<file path="config.mk">
export PLATFORM = sky130hd
export DESIGN_NAME = instruction_fetch_unit_flat
export DESIGN_NICKNAME = d
export VERILOG_FILES = /design/src/rtl/instruction_fetch_unit_pkg.sv /design/src/rtl/instruction_fetch_unit_if.sv /design/src/rtl/instruction_fetch_unit_program_counter.sv /design/src/rtl/instruction_fetch_unit.sv /design/src/flat_wrapper.sv
export SDC_FILE = /design/constraint.sdc
export NUM_CORES = 1
export LEC_CHECK = 0
export ABC_AREA = 0
export CORE_MARGIN = 2
export CORE_UTILIZATION = 25
export CTS_CLUSTER_SIZE = 30
export DETAILED_ROUTE_END_ITERATION = 10
export GPL_ROUTABILITY_DRIVEN = 0
export SLEW_MARGIN = 20
export SYNTH_ARGS = -nofsm -noshare
export SYNTH_HDL_FRONTEND = slang
export SYNTH_SLANG_ARGS = --single-unit
</file>
<file path="constraint.sdc">
create_clock -name clk -period 1.8 [get_ports clk]
set_input_delay 0.27 -clock clk [delete_from_list [all_inputs] [get_ports clk]]
set_output_delay 0.27 -clock clk [all_outputs]
set_load 0.01 [all_outputs]
</file>
<file path="src/rtl/instruction_fetch_unit_pkg.sv">
// Shared definitions for the instruction fetch unit and its neighbours.
// Holds the default widths, the fetch FSM state encoding, and the opcode and
// ALU-op codes that the control unit decodes from the IR opcode field.
package instruction_fetch_unit_pkg;

    localparam int PC_W_DEF    = 10;
    localparam int INSTR_W_DEF = 16;
    localparam int OPC_W_DEF   = 6;

    typedef enum logic [1:0] {
        ST_IDLE  = 2'd0,
        ST_FETCH = 2'd1,
        ST_EXEC  = 2'd2,
        ST_HALT  = 2'd3
    } fetch_state_t;

    typedef enum logic [OPC_W_DEF-1:0] {
        OPC_NOP = 6'h00,
        OPC_LD  = 6'h01,
        OPC_ST  = 6'h02,
        OPC_ADD = 6'h03,
        OPC_SUB = 6'h04,
        OPC_AND = 6'h05,
        OPC_OR  = 6'h06,
        OPC_MUL = 6'h07,
        OPC_DIV = 6'h08,
        OPC_JMP = 6'h10,
        OPC_BEQ = 6'h11,
        OPC_BNE = 6'h12,
        OPC_HLT = 6'h3F
    } opcode_t;

    typedef enum logic [2:0] {
        ALU_PASS = 3'd0,
        ALU_ADD  = 3'd1,
        ALU_SUB  = 3'd2,
        ALU_AND  = 3'd3,
        ALU_OR   = 3'd4,
        ALU_MUL  = 3'd5,
        ALU_DIV  = 3'd6
    } alu_op_t;

endpackage

</file>
<file path="src/rtl/instruction_fetch_unit_if.sv">
// Instruction memory read bus.
//   imem_req  : read request (fetch unit -> memory)
//   imem_addr : read address (fetch unit -> memory)
//   imem_ack  : memory acknowledge, imem_data valid in the same cycle
//   imem_data : instruction word (memory -> fetch unit)
// master = fetch unit side, slave = memory side.
interface instruction_fetch_unit_if
    import instruction_fetch_unit_pkg::*;
#(
    parameter int PC_W    = PC_W_DEF,
    parameter int INSTR_W = INSTR_W_DEF
);
    logic               imem_req;
    logic [PC_W-1:0]    imem_addr;
    logic               imem_ack;
    logic [INSTR_W-1:0] imem_data;

    modport master (
        output imem_req,
        output imem_addr,
        input  imem_ack,
        input  imem_data
    );

    modport slave (
        input  imem_req,
        input  imem_addr,
        output imem_ack,
        output imem_data
    );
endinterface

</file>
<file path="src/rtl/instruction_fetch_unit_program_counter.sv">
// Program counter register with incrementer and branch mux.
//   clk, rst   : clock, asynchronous active-low reset
//   advance    : update pc this cycle (end of an instruction)
//   take_bra   : on advance, load bra_target instead of pc+1
//   bra_target : branch destination
//   pc         : current program counter
module program_counter
    import instruction_fetch_unit_pkg::*;
#(
    parameter int PC_W = PC_W_DEF
) (
    input  logic            clk,
    input  logic            rst,
    input  logic            advance,
    input  logic            take_bra,
    input  logic [PC_W-1:0] bra_target,
    output logic [PC_W-1:0] pc
);
    logic [PC_W-1:0] pc_q;
    logic [PC_W-1:0] pc_inc;

    // Natural width truncation gives the modulo-2^PC_W wrap.
    assign pc_inc = pc_q + PC_W'(1);

    always_ff @(posedge clk or negedge rst) begin
        if (!rst) begin
            pc_q <= '0;
        end else if (advance) begin
            pc_q <= take_bra ? bra_target : pc_inc;
        end
    end

    assign pc = pc_q;
endmodule

</file>
<file path="src/rtl/instruction_fetch_unit.sv">
// Instruction fetch unit: sequences fetch / execute for a simple in-order core.
//   clk, rst    : clock, asynchronous active-low reset
//   imem        : instruction memory read bus (master side)
//   opcode      : IR opcode field to the control unit
//   operand     : IR low field (register / immediate / target)
//   ir_valid    : IR holds an instruction in execute
//   pc          : address of the instruction in IR
//   bra, hlt    : branch taken / halt from the control unit
//   bra_target  : branch destination from the datapath
//   exec_busy   : datapath needs more execute cycles
//   halted      : processor stopped by HLT
//
// state    | meaning
// ---------+-----------------------------------------------------------
// ST_IDLE  | just out of reset, moves to fetch on the next edge
// ST_FETCH | imem_req high with imem_addr=pc, waiting for imem_ack
// ST_EXEC  | IR valid; leave when exec_busy drops (hlt > bra > pc+1)
// ST_HALT  | stopped; only reset leaves this state
module instruction_fetch_unit
    import instruction_fetch_unit_pkg::*;
#(
    parameter int PC_W    = PC_W_DEF,
    parameter int INSTR_W = INSTR_W_DEF,
    parameter int OPC_W   = OPC_W_DEF
) (
    input  logic                     clk,
    input  logic                     rst,
    instruction_fetch_unit_if.master imem,
    output logic [OPC_W-1:0]         opcode,
    output logic [INSTR_W-OPC_W-1:0] operand,
    output logic                     ir_valid,
    output logic [PC_W-1:0]          pc,
    input  logic                     bra,
    input  logic                     hlt,
    input  logic [PC_W-1:0]          bra_target,
    input  logic                     exec_busy,
    output logic                     halted
);
    fetch_state_t       state_q;
    fetch_state_t       state_d;
    logic [INSTR_W-1:0] ir_q;
    logic               ir_load;
    logic               pc_advance;
    logic               pc_take_bra;
    logic               fetching;

    always_ff @(posedge clk or negedge rst) begin
        if (!rst) begin
            state_q <= ST_IDLE;
        end else begin
            state_q <= state_d;
        end
    end

    always_comb begin
        state_d     = state_q;
        ir_load     = 1'b0;
        pc_advance  = 1'b0;
        pc_take_bra = 1'b0;
        case (state_q)
            ST_IDLE: begin
                state_d = ST_FETCH;
            end
            ST_FETCH: begin
                if (imem.imem_ack) begin
                    ir_load = 1'b1;
                    state_d = ST_EXEC;
                end
            end
            ST_EXEC: begin
                if (!exec_busy) begin
                    if (hlt) begin
                        state_d = ST_HALT;
                    end else begin
                        pc_advance  = 1'b1;
                        pc_take_bra = bra;
                        state_d     = ST_FETCH;
                    end
                end
            end
            ST_HALT: begin
                state_d = ST_HALT;
            end
            default: begin
                state_d = ST_IDLE;
            end
        endcase
    end

    // The ack is only honoured while fetching, so stray acks elsewhere
    // (including one pending across a reset) never touch IR.
    always_ff @(posedge clk or negedge rst) begin
        if (!rst) begin
            ir_q <= '0;
        end else if (ir_load) begin
            ir_q <= imem.imem_data;
        end
    end

    program_counter #(
        .PC_W (PC_W)
    ) u_program_counter (
        .clk        (clk),
        .rst        (rst),
        .advance    (pc_advance),
        .take_bra   (pc_take_bra),
        .bra_target (bra_target),
        .pc         (pc)
    );

    // Request and address come straight from the state register so reset
    // drops them combinationally, mid-fetch included.
    assign fetching       = (state_q == ST_FETCH);
    assign imem.imem_req  = fetching;
    assign imem.imem_addr = fetching ? pc : '0;

    assign ir_valid = (state_q == ST_EXEC);
    assign halted   = (state_q == ST_HALT);
    assign opcode   = ir_q[INSTR_W-1 -: OPC_W];
    assign operand  = ir_q[INSTR_W-OPC_W-1:0];
endmodule

</file>
<file path="src/flat_wrapper.sv">
// flat-port wrapper written by rule: the top's interface ports become plain ports
module instruction_fetch_unit_flat import instruction_fetch_unit_pkg::*;
#(
    parameter int PC_W    = PC_W_DEF,
    parameter int INSTR_W = INSTR_W_DEF,
    parameter int OPC_W   = OPC_W_DEF
)
  (clk, rst, opcode, operand, ir_valid, pc, bra, hlt, bra_target, exec_busy, halted, imem_imem_req, imem_imem_addr, imem_imem_ack, imem_imem_data);
  instruction_fetch_unit_if #(.PC_W(PC_W), .INSTR_W(INSTR_W)) imem_i ();
  input  logic clk;
  input  logic rst;
  output logic [OPC_W-1:0] opcode;
  output logic [INSTR_W-OPC_W-1:0] operand;
  output logic ir_valid;
  output logic [PC_W-1:0] pc;
  input  logic bra;
  input  logic hlt;
  input  logic [PC_W-1:0] bra_target;
  input  logic exec_busy;
  output logic halted;
  output wire logic [$bits(imem_i.imem_req)-1:0] imem_imem_req;
  output wire logic [$bits(imem_i.imem_addr)-1:0] imem_imem_addr;
  input wire logic [$bits(imem_i.imem_ack)-1:0] imem_imem_ack;
  input wire logic [$bits(imem_i.imem_data)-1:0] imem_imem_data;
  assign imem_imem_req = imem_i.imem_req;
  assign imem_imem_addr = imem_i.imem_addr;
  assign imem_i.imem_ack = imem_imem_ack;
  assign imem_i.imem_data = imem_imem_data;
  instruction_fetch_unit #(.PC_W(PC_W), .INSTR_W(INSTR_W), .OPC_W(OPC_W)) u_core (.clk(clk), .rst(rst), .imem(imem_i), .opcode(opcode), .operand(operand), .ir_valid(ir_valid), .pc(pc), .bra(bra), .hlt(hlt), .bra_target(bra_target), .exec_busy(exec_busy), .halted(halted));
endmodule
</file>
==> impl_results.md <==
- Final Max Slew Viols: 0
- Post-synth ARST share: 1.00
- VDD IR max: 0.000352 V
- # diodes: 0
- Worst hold slack: between 0.3 and 0.4 ns
- Fmax: slightly below 600 MHz
- Core Util, Final: 0.448
- Root buf cell: clkbuf_8
- Starting DRT DRC Count: 54
- Critical path depth: 4
- Synth-to-Final Area Change: 70.3%
- Sequential area share after synthesis: 0.512
- Unrepaired setup endpoints after global routing: no
- CP Max Fanout: 5
- Leakage: around 1.0 nW
- Reg2Reg Depth: 5
- Clk Latency, worst-skew pair: around 0.27 ns
- Non-Filler Instances: between 200 and 300
- Cells after DPL: 274
- IO buf count: 70
- Pin count of the biggest net entering global routing: 29
- Synthesized instance count: around 130
- Slew headroom: 0.699
- Congestion Overflow GR: 0
- Cell variety after synth: 30
- Layout net count: 244
- Core area: about 5200 µm²
- Syn nets: about 160
- Crit path launch type: flip-flop
- Synth Flop Type: dfrtp_1
- H-tree depth: 1
- CP delay by family, top: buffers and inverters
- Fin. Hold Viols: 0
- WL per Instance: ~13 µm
- Post-DRT Antenna Nets: 0
- DIE AREA: about 6100 µm²
- Via/cell ratio: ~4.5
- Crit-path slowest cell: dfrtp_1
- DIE WIDTH: roughly 80 µm
- Remaining DRCs: 0
- Min cycle time layout: ~1.7 ns
- Worst path cell trace: and2b_2 > buf_4 > and2_1 > dlygate4sd2_1
- Place WS: -0.0736 ns
- Mapped Area: ~1400 µm²
- Top-area cell type share of the netlist area: 0.512
- Layout cells sized above 1: 0.195
- First-pass GRT wire length: approximately 5700 µm
- Num CTS Buffers: 3
- Status: finished clean
- Syn Area/Cell: 11.0 µm²
- Yosys warning total: 0
- CP max stage delay: ~0.38 ns
- Setup crit end kind: primary output
- TritonCTS clock tree: built
- Yosys top cell by area: dfrtp_1
- Max Cap Violations: 0
- Fin crit share: 0.952
- Top cells by area, synth: dfrtp_1 (51%), mux2_2 (13%), and2_1 (5.0%)
- Initial antenna violation count: 0
- Via count: approximately 1300
- Cell Pwr Density: between 700 and 800 nW/µm²
- Synthesized flop and latch total: 28
- EDFF count, synth: 0
- Clock sinks: 28
- Slew @ Worst Pin: ~0.45 ns
- Clk_skew: ~0.0055 ns
- Num rows: 26
- Cell area after layout: around 2300 µm²
- CP arrival: roughly 1.4 ns
- Synth top cells by count: dfrtp_1 (28), mux2_2 (16), and2_1 (11)
- WP buf/inv: 2
- Min-Delay Path Class: in -> async
- Overall routed net length: 3560 µm
- Clk buf depth: 2
- Count leader, synth: dfrtp_1
- Final setup viols: 0
- Type of the worst setup path: reg -> out
- Post-placement cell area: approximately 2300 µm²
- Clock transition at the registers of the reported paths: 0.10 ns
- Worst path required time: ~1.5 ns
- GRT Total Usage: 0.116
- DRT Pass-1 Iters: 4
- Vias in the first global route: 1170
- Dpl hpwl: roughly 2700 µm
- I/O Pins: 71
- Die Y-Extent: 78.0 µm
- PnR worst setup slack: 0.0858 ns
- Starting Density: 0.263
==> logic make-up after synthesis <==
logic type,count (synthesis),synth area share
AND/OR/NAND/NOR,42,0.183
AO/OA/AOI/OAI,29,0.129
flip-flops,28,0.512
multiplexers,18,0.146
adder cells (fa/ha/maj),1,0.00914
buffers and inverters,7,0.0210
==> per-stage QoR <==
step	TNS, ns	power [W]
after CTS	0	0.00176
after floorplan	0	0.000942
final	0	0.00173
after global placement	-0.0363	0.00124
after detailed placement	-0.0810	0.00125
after global routing	0	0.00182
==> registers in the layout (all words and copies together), names as in the netlist <==
signal / flops
u_core.u_program_counter.pc: 10
u_core.ir_q: 16
u_core.state_q: 2
==> placed cells by master, fill, tap and decap left out, types with 3 or more instances in the layout <==
master / synthesis / layout
mux2_2: 16 / 16
clkdlybuf4s15_1: 0 / 4
nand3_1: 7 / 7
buf_4: 0 / 15
and2_1: 11 / 11
dfrtp_1: 28 / 28
dlygate4sd2_1: 0 / 8
clkdlybuf4s50_1: 0 / 58
nand2_1: 9 / 9
clkbuf_8: 0 / 3
o21ai_0: 9 / 9
a21oi_1: 9 / 9
o22ai_1: 3 / 3
==> layer usage <==
metal | track usage | wire length (µm) | vias to the layer above | share of wire
li1 | - | - | 632 | -
met1 | 0.155 | 1640 | 599 | 0.46
met2 | 0.198 | 1740 | 34 | 0.49
met3 | 0.0209 | 171 | 2 | 0.048
met4 | 0.0211 | 13 | 0 | 0.0036
met5 | 0 | 0 | - | 0
==> worst register-to-register path, cell delays in order (launching register included) <==
cell and delay [ns]:
dfrtp_1 0.38, buf_4 0.15, or4b_4 0.52, or3_1 0.35, nor3_2 0.12, or3_1 0.12
==> layout make-up <==
type | count | area (µm²)
Clock buffer | 3 | 41.3
Clock inverter | 1 | 30.0
Fill cell | 530 | 2870
Inverter | 2 | 7.51
Multi-Input combinational cell | 90 | 641
Sequential cell | 28 | 701
Tap cell | 70 | 87.6
Timing Repair Buffer | 86 | 823
==> path summary, 6_finish.rpt <==
check                                       start                        endpoint  slack [ns]
worst min register to register    u_core.ir_q[15]                 u_core.ir_q[15]        0.51
max in group asynchronous                     rst  u_core.u_program_counter.pc[8]        1.15
worst max register to register  u_core.state_q[0]  u_core.u_program_counter.pc[9]        0.11
worst max-delay path            u_core.state_q[0]               imem_imem_addr[7]        0.09
worst min-delay path                          rst                  u_core.ir_q[2]        0.38
min in group clk                  u_core.ir_q[15]                 u_core.ir_q[15]        0.51
==> what timing repair did <==
action / in CTS / in global routing
setup endpoints to repair: 12 / 6
hold buffers: 0 / 0
buffers inserted: 1 / 1
hold endpoints to repair: 0 / 0
resized for setup: 13 / 4
pin swaps: 0 / 0
==> where the power goes <==
group | switching [W] | total [W] | internal [W]
clock | 0.000203 | 0.000500 | 0.000298
sequential | 0.0000651 | 0.000786 | 0.000721
combinational | 0.000151 | 0.000443 | 0.000292
total | 0.000419 | 0.00173 | 0.00131
Note: power is estimated with default switching activity, not from simulation.
